## src/rtl/elastic_pipe_reg_pkg.sv

```systemverilog
// Shared constants and helpers for the elastic register pipeline.
package pipe_pkg;

  localparam int DEFAULT_WIDTH = 8;
  localparam int DEFAULT_DEPTH = 4;

  // Width needed to count 0..depth valid stages inclusive.
  function automatic int occ_width(input int depth);
    return $clog2(depth + 1);
  endfunction

endpackage

```

## src/rtl/elastic_pipe_reg_stage.sv

```systemverilog
// One elastic stage: a valid bit plus data word that loads whenever it is empty
// or its downstream neighbour is moving.
module pipe_stage
  import pipe_pkg::*;
#(
  parameter int               WIDTH     = DEFAULT_WIDTH,
  parameter logic [WIDTH-1:0] RESET_VAL = '0
) (
  input  logic             clock,
  input  logic             reset_n,
  input  logic             clr,
  input  logic             up_valid,
  input  logic [WIDTH-1:0] up_data,
  input  logic             dn_ready,
  output logic             valid,
  output logic [WIDTH-1:0] data,
  output logic             ready
);

  assign ready = ~valid | dn_ready;

  // Data only moves with a valid word so bubbles never overwrite held data.
  always_ff @(posedge clock or negedge reset_n) begin
    if (!reset_n) begin
      valid <= 1'b0;
      data  <= RESET_VAL;
    end else begin
      if (clr) begin
        valid <= 1'b0;
      end else if (ready) begin
        valid <= up_valid;
      end
      if (!clr && ready && up_valid) begin
        data <= up_data;
      end
    end
  end

endmodule

```

## src/rtl/elastic_pipe_reg.sv

```systemverilog
// DEPTH-stage valid/ready register pipeline that collapses bubbles, with
// synchronous flush and an occupancy count.
module elastic_pipe_reg
  import pipe_pkg::*;
#(
  parameter int               WIDTH     = DEFAULT_WIDTH,
  parameter int               DEPTH     = DEFAULT_DEPTH,
  parameter logic [WIDTH-1:0] RESET_VAL = '0
) (
  input  logic                          clock,
  input  logic                          reset_n,
  input  logic                          flush,
  input  logic                          in_valid,
  output logic                          in_ready,
  input  logic [WIDTH-1:0]              in_data,
  output logic                          out_valid,
  input  logic                          out_ready,
  output logic [WIDTH-1:0]              out_data,
  output logic [occ_width(DEPTH)-1:0]   occupancy
);

  localparam int OCC_W = occ_width(DEPTH);

  logic [DEPTH-1:0] valid_q;
  logic [DEPTH-1:0] rdy;
  logic [DEPTH-1:0] up_v;
  logic [DEPTH-1:0] dn_r;
  logic [WIDTH-1:0] data_q [DEPTH];
  logic [WIDTH-1:0] up_d   [DEPTH];

  assign up_v[0]       = in_valid & ~flush;
  assign up_d[0]       = in_data;
  assign dn_r[DEPTH-1] = out_ready;

  for (genvar i = 1; i < DEPTH; i++) begin : g_link
    assign up_v[i]   = valid_q[i-1];
    assign up_d[i]   = data_q[i-1];
    assign dn_r[i-1] = rdy[i];
  end

  for (genvar i = 0; i < DEPTH; i++) begin : g_stage
    pipe_stage #(
      .WIDTH    (WIDTH),
      .RESET_VAL(RESET_VAL)
    ) u_stage (
      .clock   (clock),
      .reset_n (reset_n),
      .clr     (flush),
      .up_valid(up_v[i]),
      .up_data (up_d[i]),
      .dn_ready(dn_r[i]),
      .valid   (valid_q[i]),
      .data    (data_q[i]),
      .ready   (rdy[i])
    );
  end

  assign in_ready  = rdy[0] & ~flush;
  assign out_valid = valid_q[DEPTH-1];
  assign out_data  = data_q[DEPTH-1];

  always_comb begin
    occupancy = '0;
    for (int i = 0; i < DEPTH; i++) begin
      occupancy = occupancy + OCC_W'(valid_q[i]);
    end
  end

endmodule

```

## config.mk

```make
export PLATFORM = sky130hd
export DESIGN_NAME = elastic_pipe_reg
export DESIGN_NICKNAME = d
export VERILOG_FILES = /design/src/rtl/elastic_pipe_reg_pkg.sv /design/src/rtl/elastic_pipe_reg_stage.sv /design/src/rtl/elastic_pipe_reg.sv
export SDC_FILE = /design/constraint.sdc
export NUM_CORES = 1
export LEC_CHECK = 0
export BUFFER_PORTS_ARGS = -buffer_cell sky130_fd_sc_hd__buf_2
export CAP_MARGIN = 10
export CORE_MARGIN = 2
export CORE_UTILIZATION = 30
export CTS_CLUSTER_DIAMETER = 50
export DETAILED_ROUTE_END_ITERATION = 6
export SYNTH_ARGS = -nofsm -noshare
export SYNTH_HDL_FRONTEND = slang
export SYNTH_HIERARCHICAL = 1
export SYNTH_SLANG_ARGS = --single-unit
```

## constraint.sdc

```tcl
create_clock -name clock -period 4.6 [get_ports clock]
set_input_delay 0.23 -clock clock [delete_from_list [all_inputs] [get_ports clock]]
set_output_delay 0.23 -clock clock [all_outputs]
set_load 0.05 [all_outputs]
```

**After elaboration in Yosys (flattened, before gate mapping)**

Index checks and enable logic that the tools add are counted.

- Add/subtract/negate cells: 3
- $mul: 0
- Div/mod/pow operators: 0
- Order comparisons: 0
- Equality and inequality tests: 0
- Shift-type cells: 0
- Multiplexer cells: 8
- Bitwise gates (word level): 11
- Reduce and logical (&&, ||, !) cells: 13

Operators by type and width:

| cell | number |
|---|---|
| logical AND 1 bit | 8 |
| two-way mux 1 bit | 8 |
| nonzero test 2 bit | 4 |
| NOT 1 bit | 5 |
| OR 1 bit | 4 |
| adder 2 x 1 -> 3 bit | 1 |
| adder 3 x 1 -> 3 bit | 1 |
| adder 1 x 1 -> 2 bit | 1 |
| bitwise AND 1 bit | 2 |
| logical NOT 1 bit | 1 |

- Register bits after elaboration: 36
- Latch bits: 0
- Memory bits (writable): 0
- ROM bits: 0
- Output and inout port bits: 13
- Logic and storage cells: 43
- Memories kept: 0

**Longest topological paths before layout**

Gate-level depths: netlist of run 1.

- Depth in word-level cells: 7
- Mapped depth: 9
- Depth with buffers taken out: 9

**Hierarchy**

The synthesis of run 1 kept the hierarchy.

By module, submodules not included:

| module | times used | cells an instance | area an instance (µm²) | sequential area each (µm²) |
|---|---|---|---|---|
| pipe_stage | 4 | 22 | 359.1 | 225.2 |
| elastic_pipe_reg | 1 | 10 | 76.3 | 0.0 |

**Worst setup path before layout of run 1**

No wires, ideal clock.

- Path kind: register to output
- From: register g_stage[3].u_stage.valid
- To: output occupancy[1]
- Arrival time: 2.028 ns
- Path slack: 2.342 ns
- Cell stages (with the launch flop): 6
- Path buffers: 0
- Cells stage by stage: dfrtp_1 inv_1 fa_1 inv_1 ha_1 ha_1

- Cells in the longest elaborated chain, start to end: 1

RTL lines:

| item | line | RTL |
|---|---|---|
| start, declared | elastic_pipe_reg_stage.sv:15 | `output logic valid,` |
| start signal, assigned | elastic_pipe_reg_stage.sv:31 | `valid <= up_valid;` |
| adder 3 x 1 -> 3 bit | elastic_pipe_reg.sv:65 | `occupancy = occupancy + OCC_W'(valid_q[i]);` |
| end, declared | elastic_pipe_reg.sv:19 | `output logic [occ_width(DEPTH)-1:0] occupancy` |

Every way passes these cells.

**Worst setup path after layout of run 1**

Same ends and word-level chain as after synthesis.

==> results of run 1 <==
[power groups by stage]
stage	registers [mW]	logic [mW]	clock network, mW
2_1_floorplan	0.452	0.0775	0
3_3_place_gp	0.429	0.139	0
3_5_place_dp	0.434	0.145	0
4_1_cts	0.428	0.145	0.240
5_1_grt	0.437	0.153	0.253
6_report	0.427	0.143	0.230
[Yosys cell counts]
| master | number |
|---|---|
| dfrtp_1 | 36 |
| fa_1 | 1 |
| ha_1 | 2 |
| inv_1 | 9 |
| mux2_2 | 32 |
| nor2_1 | 8 |
| nor2b_1 | 2 |
| nor2b_4 | 4 |
| nor3b_4 | 4 |
[metal layers]
layer	up-vias	wire length [µm]	GRT usage, %
li1	396	-	-
met1	419	989	11.31
met5	-	0	0
met2	22	1312	15.79
met3	6	113	2.945
met4	0	57	6.548
[path summary, 6_finish.rpt]
kind / start / end / slack [ps] / cells past startpoint
min in group clock: in_data[1] / g_stage[0].u_stage/data[1] / 190 / 2
worst max-delay path: g_stage[3].u_stage/valid / occupancy[1] / 2310 / 6
worst min register to register: g_stage[3].u_stage/data[7] / g_stage[3].u_stage/data[7] / 500 / 1
worst min-delay path: reset_n / g_stage[0].u_stage/data[3] / 40 / 1
max in group asynchronous: reset_n / g_stage[0].u_stage/data[0] / 4060 / 1
worst max register to register: g_stage[3].u_stage/valid / g_stage[0].u_stage/data[4] / 2710 / 9
[worst max-delay path, cell delays in order (launching register included)]
cell,delay [ps]
dfrtp_1,380
inv_1,90
fa_1,540
inv_1,60
ha_1,210
ha_1,270
buf_2,250
[kinds of logic after synthesis]
logic type / after synthesis / synth area share (%)
flip-flops: 36 / 59.55
multiplexers: 32 / 23.82
AND/OR/NAND/NOR: 18 / 11.41
buffers and inverters: 9 / 2.233
adder cells (fa/ha/maj): 3 / 2.977
[metrics by stage]
step                utilization, %  instance area, µm²
finish                       37.99                1818
global placement             35.97                1722
global route                 37.99                1818
CTS                          37.99                1818
detailed placement           35.97                1722
floorplan                        -                1513
[state kept, by name, indices dropped and copies added (netlist names)]
register	flops
g_stage.u_stage/valid	4
g_stage.u_stage/data	32
[layout make-up]
| type | instances | area, µm² |
|---|---|---|
| repair buffers | 25 | 125.1 |
| clock buffers | 7 | 96.34 |
| well taps | 67 | 83.83 |
| fillers | 459 | 2968 |
| inverters | 9 | 33.78 |
| flip-flops and latches | 36 | 900.9 |
| multi-input cells | 53 | 578.1 |
==> qor.csv, run 1 <==
stage,metric,value,unit
power_and_ir_drop,p_leak,0.8453,nW
grt,grt_use_total,9.825,%
logic_synthesis,ys_ff_latch,36,
clock_tree,htreeDepth,2,
grt,grt_pass1_wl,4.022,mm
power_and_ir_drop,p_int,0.5909,mW
logic_synthesis,synth.area.top_cells,"dfrtp_1 60%, mux2_2 24%, nor3b_4 5.0%",
clock_tree,clkLatencyLatePin,270,ps
power_and_ir_drop,p_comb_share,17.8,%
power_and_ir_drop,p_switching,0.2091,mW
logic_synthesis,ys_types,9,
clock_tree,cts_tree,done,
min_path,hold_class,in -> async,
grt,antenna_found_initial,0,
sta,tns,0,ps
worst_setup_path,worst_setup_path_end_kind,primary output,
worst_setup_path,arrival,2060,ps
drt,ant_nets,0,
logic_synthesis,synth_nets,114,
drt,vias,843,
power_and_ir_drop,fin_total_pwr,0.8000,mW
logic_synthesis,syn_inst,98,
clock_tree,clk_pin_slew_worst_paths,60,ps
logic_synthesis,syn-cell-area,1513,µm²
cells_and_area,final_cell_mix,"36 x dfrtp_1, 32 x mux2_2, 25 x buf_2",
placed_design,globalplace.congestion,0.7147,
power_and_ir_drop,clkPwrFrac,28.8,%
logic_synthesis,yosysWarningCount,6,
clock_tree,clock-sinks,36,
worst_setup_path,crit_required,4370,ps
sta,setup_viol,0,
drt,wire_per_inst,12.55,µm
flow_run,cap_violations,0,
die,fp.dieArea,5627,µm²
sta,min_period,2295,ps
placed_design,port_buffers,25,
grt,grt_pass1_vias,862,
run_status,status,"finished, final reports clean",
die,num_io_pins,26,
sta,tightest_slew,785.7,ps
worst_setup_path,critPathLaunchType,flip-flop,
sta,setup_ws,2305,ps
logic_synthesis,yosysTopAreaCellShare,59.55,%
worst_setup_path,critical_path_class,reg -> out,
logic_synthesis,avgSynthCellArea,15.44,µm²
sta,fmaxAchievable,435.8,MHz
cells_and_area,area_delta_synth_final,20.18,%
die,row_count,25,
clock_tree,cts_root_buf,clkbuf_8,
logic_synthesis,ys_seq_area_share,59.55,%
grt,overflow,0,
worst_setup_path,crit_path_max_fanout,3,
cells_and_area,final_common_cell,dfrtp_1,
power_and_ir_drop,power_switching_share,26.14,%
cells_and_area,fin_cells,197,
die,die_w,75.01,µm
grt,grt_max_degree,37,
power_and_ir_drop,p_per_area,440.0,nW/µm²
sta,hold_viol,0,
clock_tree,cts_buffers,5,
clock_tree,cts_hold_buffers,0,
sta,skew,4.639,ps
logic_synthesis,yosysTopAreaCell,dfrtp_1,
drt,avgViaCountPerCell,4.279,
clock_tree,cts_setup_buffers,0,
sta,rsz0062_at_grt,false,
die,dieHeight,75.01,µm
sta,slew_headroom,47.62,%
cells_and_area,drive_above_1_share,55.38,%
drt,wl,2.472,mm
power_and_ir_drop,seqPwrFrac,53.4,%
sta,maxSlewViolCount,0,
die,initial_utilization,31.61,%
clock_tree,clockBufferDepth,2,
cells_and_area,fin_nets,146,
sta,period_share,49.89,%
placed_design,pre_cts_slack,2632,ps
clock_tree,postCtsResizedCells,0,
placed_design,post-place-cells,190,
die,core_area,4786,µm²
drt,firstDrtPassIters,4,
placed_design,dp_hpwl,1.880,mm
drt,drc,0,
power_and_ir_drop,peakVddDrop,174.6,µV
drt,drt_iter0_markers,25,
sta,holdWs,37.74,ps
cells_and_area,antenna_cells,0,
Note: power is estimated with default switching activity, not from simulation.
==> run 2: changes to the inputs <==
ABC_AREA = 1   (was default)
clock period = 1.9 ns   (was 4.6 ns; I/O delays follow)
==> run 2 against run 1 <==
  * The run now ends with setup timing left
  * Total power grew 130%
  * Synthesized cell count grew 76%
  * Hold slack gained 1.5 ps
  * Worst setup slack lost 2300 ps
  * Combinational power grew 77%
  * Critical endpoint unchanged
  * Via count grew 36%
  * Wire length grew 9.7%
  * Clock power grew to 2.8 times the previous value
  * Count of clock-buffer cells in the layout shrank 1
  * Global-route usage grew 0.76 points
==> qor.csv, run 2 <==
stage,metric,value,unit
drt,vias,1146,
die,dieHeight,76.46,µm
clock_tree,htreeDepth,2,
sta,min_period,1927,ps
logic_synthesis,synth.most_common_cell,nand2_1,
cells_and_area,antenna_cells,0,
grt,grt_pass1_wl,5.057,mm
cells_and_area,fin_nets,223,
drt,drt_iter0_markers,26,
power_and_ir_drop,p_per_area,929.5,nW/µm²
sta,setup_viol,1,
logic_synthesis,yosysTopAreaCellShare,57.19,%
grt,grt_use_total,10.58,%
worst_setup_path,crit_end,occupancy[1],
cells_and_area,area_delta_synth_final,26.29,%
sta,period_share,101.4,%
run_status,status,"finished, violations left",
logic_synthesis,ys_seq_area_share,57.19,%
cells_and_area,largest_reg_flops,32,
logic_synthesis,yosysWarningCount,6,
clock_tree,clockBufferDepth,2,
cells_and_area,fin_cells,278,
worst_setup_path,crit_required,1800,ps
grt,overflow,0,
die,num_io_pins,26,
sta,hold_viol,0,
placed_design,pre_cts_slack,80.78,ps
logic_synthesis,syn_inst,172,
logic_synthesis,async_flop_share,100.0,%
worst_setup_path,critical_path_class,reg -> out,
cells_and_area,largest-register,g_stage.u_stage/data,
die,fp.dieArea,5846,µm²
logic_synthesis,ys_ff_latch,36,
logic_synthesis,ys_types,13,
power_and_ir_drop,p_leak,1.105,nW
cells_and_area,reg_top3,"g_stage.u_stage/data x32, g_stage.u_stage/valid x4",
cells_and_area,drive_above_1_share,29.81,%
power_and_ir_drop,peakVddDrop,350.9,µV
logic_synthesis,synth.area.top_cells,"dfrtp_1 57%, nand2_1 15%, nand3_1 10%",
min_path,hold_class,in -> reg,
logic_synthesis,synth_flop_cell,dfrtp_1,
drt,wl,2.711,mm
power_and_ir_drop,fin_total_pwr,1.849,mW
sta,setup_ws,-27.48,ps
grt,antenna_found_initial,0,
logic_synthesis,synth_common_cells,"64 x nand2_1, 36 x dfrtp_1, 32 x nand3_1",
clock_tree,cts_root_buf,clkbuf_8,
worst_setup_path,critical_path.startpoint,g_stage[2].u_stage/valid,
sta,slew_headroom,48.24,%
clock_tree,cts_tree,done,
drt,ant_nets,0,
grt,grt_pass1_vias,1139,
drt,drc,0,
cells_and_area,num-fill-cells,560,
sta,maxSlewViolCount,0,
logic_synthesis,avgSynthCellArea,9.158,µm²
min_path,hold_depth,3,
sta,tightest_slew,776.4,ps
worst_setup_path,crit_path_max_fanout,2,
logic_synthesis,yosysTopAreaCell,dfrtp_1,
die,core_area,5075,µm²
clock_tree,clkLatencyLatePin,280,ps
flow_run,cap_violations,0,
sta,fmaxAchievable,518.8,MHz
die,die_w,76.46,µm
worst_setup_path,worst_setup_path_end_kind,primary output,
run_status,failed_checks,setup timing,
cells_and_area,final_cell_mix,"64 x nand2_1, 35 x dfrtp_1, 32 x nand3_1",
cells_and_area,final_common_cell,nand2_1,
die,row_count,26,
worst_setup_path,rr_endpoint,g_stage[0].u_stage/data[0],
drt,avgViaCountPerCell,4.122,
clock_tree,clk_pin_slew_worst_paths,70,ps
grt,grt_max_degree,37,
sta,rsz0062_at_grt,true,
logic_synthesis,synth_nets,188,
clock_tree,cts_buffers,5,
placed_design,port_buffers,25,
placed_design,dp_hpwl,1.959,mm
sta,skew,5.066,ps
logic_synthesis,synth-edff-count,0,
placed_design,post-place-cells,266,
placed_design,globalplace.congestion,0.6725,
logic_synthesis,syn-cell-area,1575,µm²
worst_setup_path,ff2ff_path_depth,12,
die,initial_utilization,31.04,%
clock_tree,clock-sinks,36,
worst_setup_path,arrival,1830,ps
drt,wire_per_inst,9.752,µm
worst_setup_path,critPathLaunchType,flip-flop,
drt,firstDrtPassIters,3,
worst_setup_path,timing.rr.start,g_stage[3].u_stage/valid,
worst_setup_path,r2r_slack,380,ps
## run 2: routing by layer
| metal | up-vias | track usage [%] | share of wire, % | wire [µm] |
|---|---|---|---|---|
| met2 | 24 | 17.61 | 47 | 1269 |
| met5 | - | 0 | 0 | 0 |
| met1 | 499 | 12.91 | 46 | 1260 |
| met3 | 6 | 1.896 | 4.0 | 109 |
| met4 | 0 | 6.000 | 2.7 | 72 |
| li1 | 617 | - | - | - |
## run 2: kinds of logic (layout without fill, tap and decap cells)
kind of cell / after synthesis / in the layout / synth area share, %
adder cells (fa/ha/maj): 3 / 3 / 2.859
AND/OR/NAND/NOR: 110 / 110 / 33.20
buffers and inverters: 19 / 55 / 5.480
flip-flops: 36 / 36 / 57.19
AO/OA/AOI/OAI: 4 / 4 / 1.271
## run 2: critical path: stages, from the launching register on
cell     delay (ps)
dfrtp_1         360
inv_2            40
fa_1            550
inv_2            50
ha_4            160
ha_4            260
buf_8           130
## run 2: worst min path at each step
stage	end	from
5_1_grt	g_stage[0].u_stage/data[0]	in_data[0]
2_1_floorplan	g_stage[0].u_stage/data[0]	reset_n
4_1_cts	g_stage[0].u_stage/data[5]	in_data[5]
3_5_place_dp	g_stage[2].u_stage/data[4]	reset_n
3_3_place_gp	g_stage[3].u_stage/valid	reset_n
6_report	g_stage[0].u_stage/data[7]	in_data[7]
## run 2: area by class of cell
class,count,area (µm²),area share (%)
sequential,36,902.1,45.35
clock inverter,2,35.03,1.761
tap,70,87.58,4.403
multi-input combinational,117,630.6,31.70
clock buffer,6,72.57,3.648
inverter,15,56.30,2.830
timing repair buffer,32,205.2,10.31
## run 2: what timing repair did
action	4_1_cts	5_1_grt
gates resized for setup	9	5
setup endpoints to repair	3	4
pin swaps	2	1
buffers inserted	2	1
endpoints found under the hold margin	36	0
hold buffers	1	0
## run 2: through the flow
step                utilization [%]  hold WS [ps]  instance area [µm²]  TNS, ps
finish                        39.20         39.25                 1989   -27.48
global placement              35.60         221.1                 1807        0
CTS                           38.81         30.31                 1969   -41.66
floorplan                         -        -200.6                 1617   -18.97
detailed placement            35.60         223.9                 1807        0
global route                  39.20         45.58                 1989   -88.08
## run 2: power by group
part / internal [mW] / leakage (nW) / switching (mW)
registers: 0.886 / 0.474 / 0.0626
logic: 0.0823 / 0.576 / 0.170
clock network: 0.389 / 0.0552 / 0.259
==> run 3: changes to the inputs <==
ABC_AREA = default   (was 1)
SKIP_CTS_REPAIR_TIMING = 1   (was default)
==> run 3 against run 2 <==
  * The run still ends with setup timing left
  * Non-clock buffer count is 1 lower
  * Global-route usage is 0.40 points lower
  * Wire length is 5.9% lower
  * Utilization is 1.3 points higher
  * Register-to-register slack worse by 240 ps
  * Flip-flop and latch count stayed put
  * Final cell count is 27% lower
  * Clock skew hardly changed
  * Hold slack better by 4.8 ps
  * Via count is 24% lower
  * Clock power is 0.8% higher
  * Total power is 11% higher
  * Critical endpoint unchanged
  * Highest routed layer unchanged
==> qor.csv, run 3 (synthesis results as in run 1) <==
stage,metric,value,unit
worst_setup_path,worst_setup_path_end_kind,primary output,
worst_setup_path,critPathLaunchType,flip-flop,
die,row_count,25,
sta,hold_viol,0,
min_path,hold_class,in -> reg,
grt,grt_max_degree,37,
worst_setup_path,slowest_stage,fa_1,
worst_setup_path,arrival,1860,ps
placed_design,port_buffers,25,
cells_and_area,fin_cells,204,
clock_tree,clock-sinks,36,
cells_and_area,reg_top3,"g_stage.u_stage/data x32, g_stage.u_stage/valid x4",
worst_setup_path,slowest_delay,550,ps
sta,setup_viol,1,
sta,tightest_slew,776.2,ps
die,num_io_pins,26,
cells_and_area,area_delta_synth_final,28.21,%
cells_and_area,final_cell_mix,"35 x dfrtp_1, 32 x mux2_2, 21 x buf_2",
power_and_ir_drop,fin_total_pwr,2.045,mW
cells_and_area,antenna_cells,0,
sta,slew_headroom,48.25,%
cells_and_area,num-fill-cells,437,
clock_tree,clk_pin_slew_worst_paths,70,ps
cells_and_area,final_common_cell,dfrtp_1,
worst_setup_path,crit_required,1800,ps
grt,overflow,0,
placed_design,dp_hpwl,1.838,mm
power_and_ir_drop,clkPwrFrac,32.0,%
drt,vias,871,
sta,period_share,102.7,%
die,die_w,75.01,µm
power_and_ir_drop,p_int,1.504,mW
worst_setup_path,crit_chain,inv_2 > fa_1 > inv_2 > ha_4 > ha_4 > buf_8,
drt,wire_per_inst,12.50,µm
die,fp.dieArea,5627,µm²
placed_design,pre_cts_slack,6.886,ps
flow_run,cap_violations,0,
sta,skew,5.522,ps
drt,drc,0,
power_and_ir_drop,peakVddDrop,463.1,µV
die,initial_utilization,31.61,%
drt,firstDrtPassIters,4,
worst_setup_path,critical_path_class,reg -> out,
clock_tree,cts_buffers,5,
clock_tree,clockBufferDepth,2,
worst_setup_path,cp_top_family,adder cells,
sta,min_period,1952,ps
clock_tree,cts_root_buf,clkbuf_8,
worst_setup_path,crit_buf_inv,3,
clock_tree,htreeDepth,2,
power_and_ir_drop,seqPwrFrac,50.5,%
run_status,status,"finished, violations left",
grt,grt_use_total,10.19,%
sta,holdWs,44.02,ps
cells_and_area,largest_reg_flops,32,
cells_and_area,final_core_util,40.52,%
run_status,failed_checks,setup timing,
clock_tree,clkLatencyLatePin,280,ps
worst_setup_path,crit_path_max_fanout,3,
die,core_area,4786,µm²
power_and_ir_drop,p_leak,0.8877,nW
drt,ant_nets,0,
worst_setup_path,critical_path.startpoint,g_stage[3].u_stage/valid,
clock_tree,cts_tree,done,
grt,grt_pass1_vias,899,
sta,setup_ws,-51.91,ps
sta,rsz0062_at_grt,true,
drt,avgViaCountPerCell,4.270,
drt,wl,2.551,mm
power_and_ir_drop,p_comb_share,17.5,%
drt,drt_iter0_markers,27,
cells_and_area,fin_nets,152,
grt,antenna_found_initial,0,
grt,grt_pass1_wl,4.271,mm
worst_setup_path,timing.rr.start,g_stage[3].u_stage/valid,
sta,fmaxAchievable,512.3,MHz
cells_and_area,drive_above_1_share,64.23,%
power_and_ir_drop,p_per_area,1054,nW/µm²
power_and_ir_drop,p_switching,0.5406,mW
die,dieHeight,75.01,µm
cells_and_area,largest-register,g_stage.u_stage/data,
placed_design,globalplace.congestion,0.6580,
sta,maxSlewViolCount,0,
min_path,hp-start,in_data[7],
power_and_ir_drop,power_switching_share,26.44,%
placed_design,post-place-cells,190,
run 3: changes by cell type in the layout (fill, tap and decap cells not counted), moves of 2 or more:
cell,previous run,this run
inv_2,8,6
nand2_1,64,0
nor2_1,1,8
a21oi_1,4,0
nor2b_4,0,5
nand3_1,32,0
inv_1,7,3
nand2_2,2,0
nand2_4,6,0
nor2_4,5,0
mux2_2,0,32
nor3b_4,0,4
run 3: path summary, 6_finish.rpt:
path                                         endpoint  slack, ps  cells past startpoint
min in group asynchronous    g_stage[0].u_stage/valid        430                      2
min reg2reg                g_stage[3].u_stage/data[1]        500                      1
max reg2reg                g_stage[0].u_stage/data[6]        140                      9
max                                      occupancy[1]        -50                      6
max in group asynchronous    g_stage[3].u_stage/valid        930                      2
min                        g_stage[0].u_stage/data[7]         40                      2
run 3: final cells by class:
type                            count  area, µm²  share of cell area, %
Multi-Input combinational cell     53      610.6                  31.48
Inverter                            9      33.78                  1.742
Timing Repair Buffer               31      197.7                  10.19
Sequential cell                    36      902.1                  46.52
Clock buffer                        5      68.82                  3.548
Tap cell                           67      83.83                  4.323
Clock inverter                      3      42.54                  2.194
run 3: per-stage QoR:
| stage | setup TNS (ps) | area [µm²] |
|---|---|---|
| 2_1_floorplan | -10.82 | 1519 |
| 3_3_place_gp | 0 | 1728 |
| 3_5_place_dp | 0 | 1728 |
| 4_1_cts | -538.2 | 1839 |
| 5_1_grt | -127.3 | 1939 |
| 6_report | -51.91 | 1939 |
run 3: metal layers:
metal | share of wire [%] | track usage [%] | vias to the layer above
met5 | 0 | 0 | -
met3 | 6.2 | 4.552 | 4
met2 | 49 | 15.69 | 18
li1 | - | - | 407
met4 | 0.90 | 4.167 | 0
met1 | 44 | 12.49 | 442
run 3: power by group through the flow:
stage	Clock (mW)	Combinational, mW	Sequential [mW]
floorplan	0	0.188	1.10
global placement	0	0.336	1.04
detailed placement	0	0.349	1.05
CTS	0.682	0.352	1.04
global route	0.721	0.391	1.06
finish	0.653	0.359	1.03
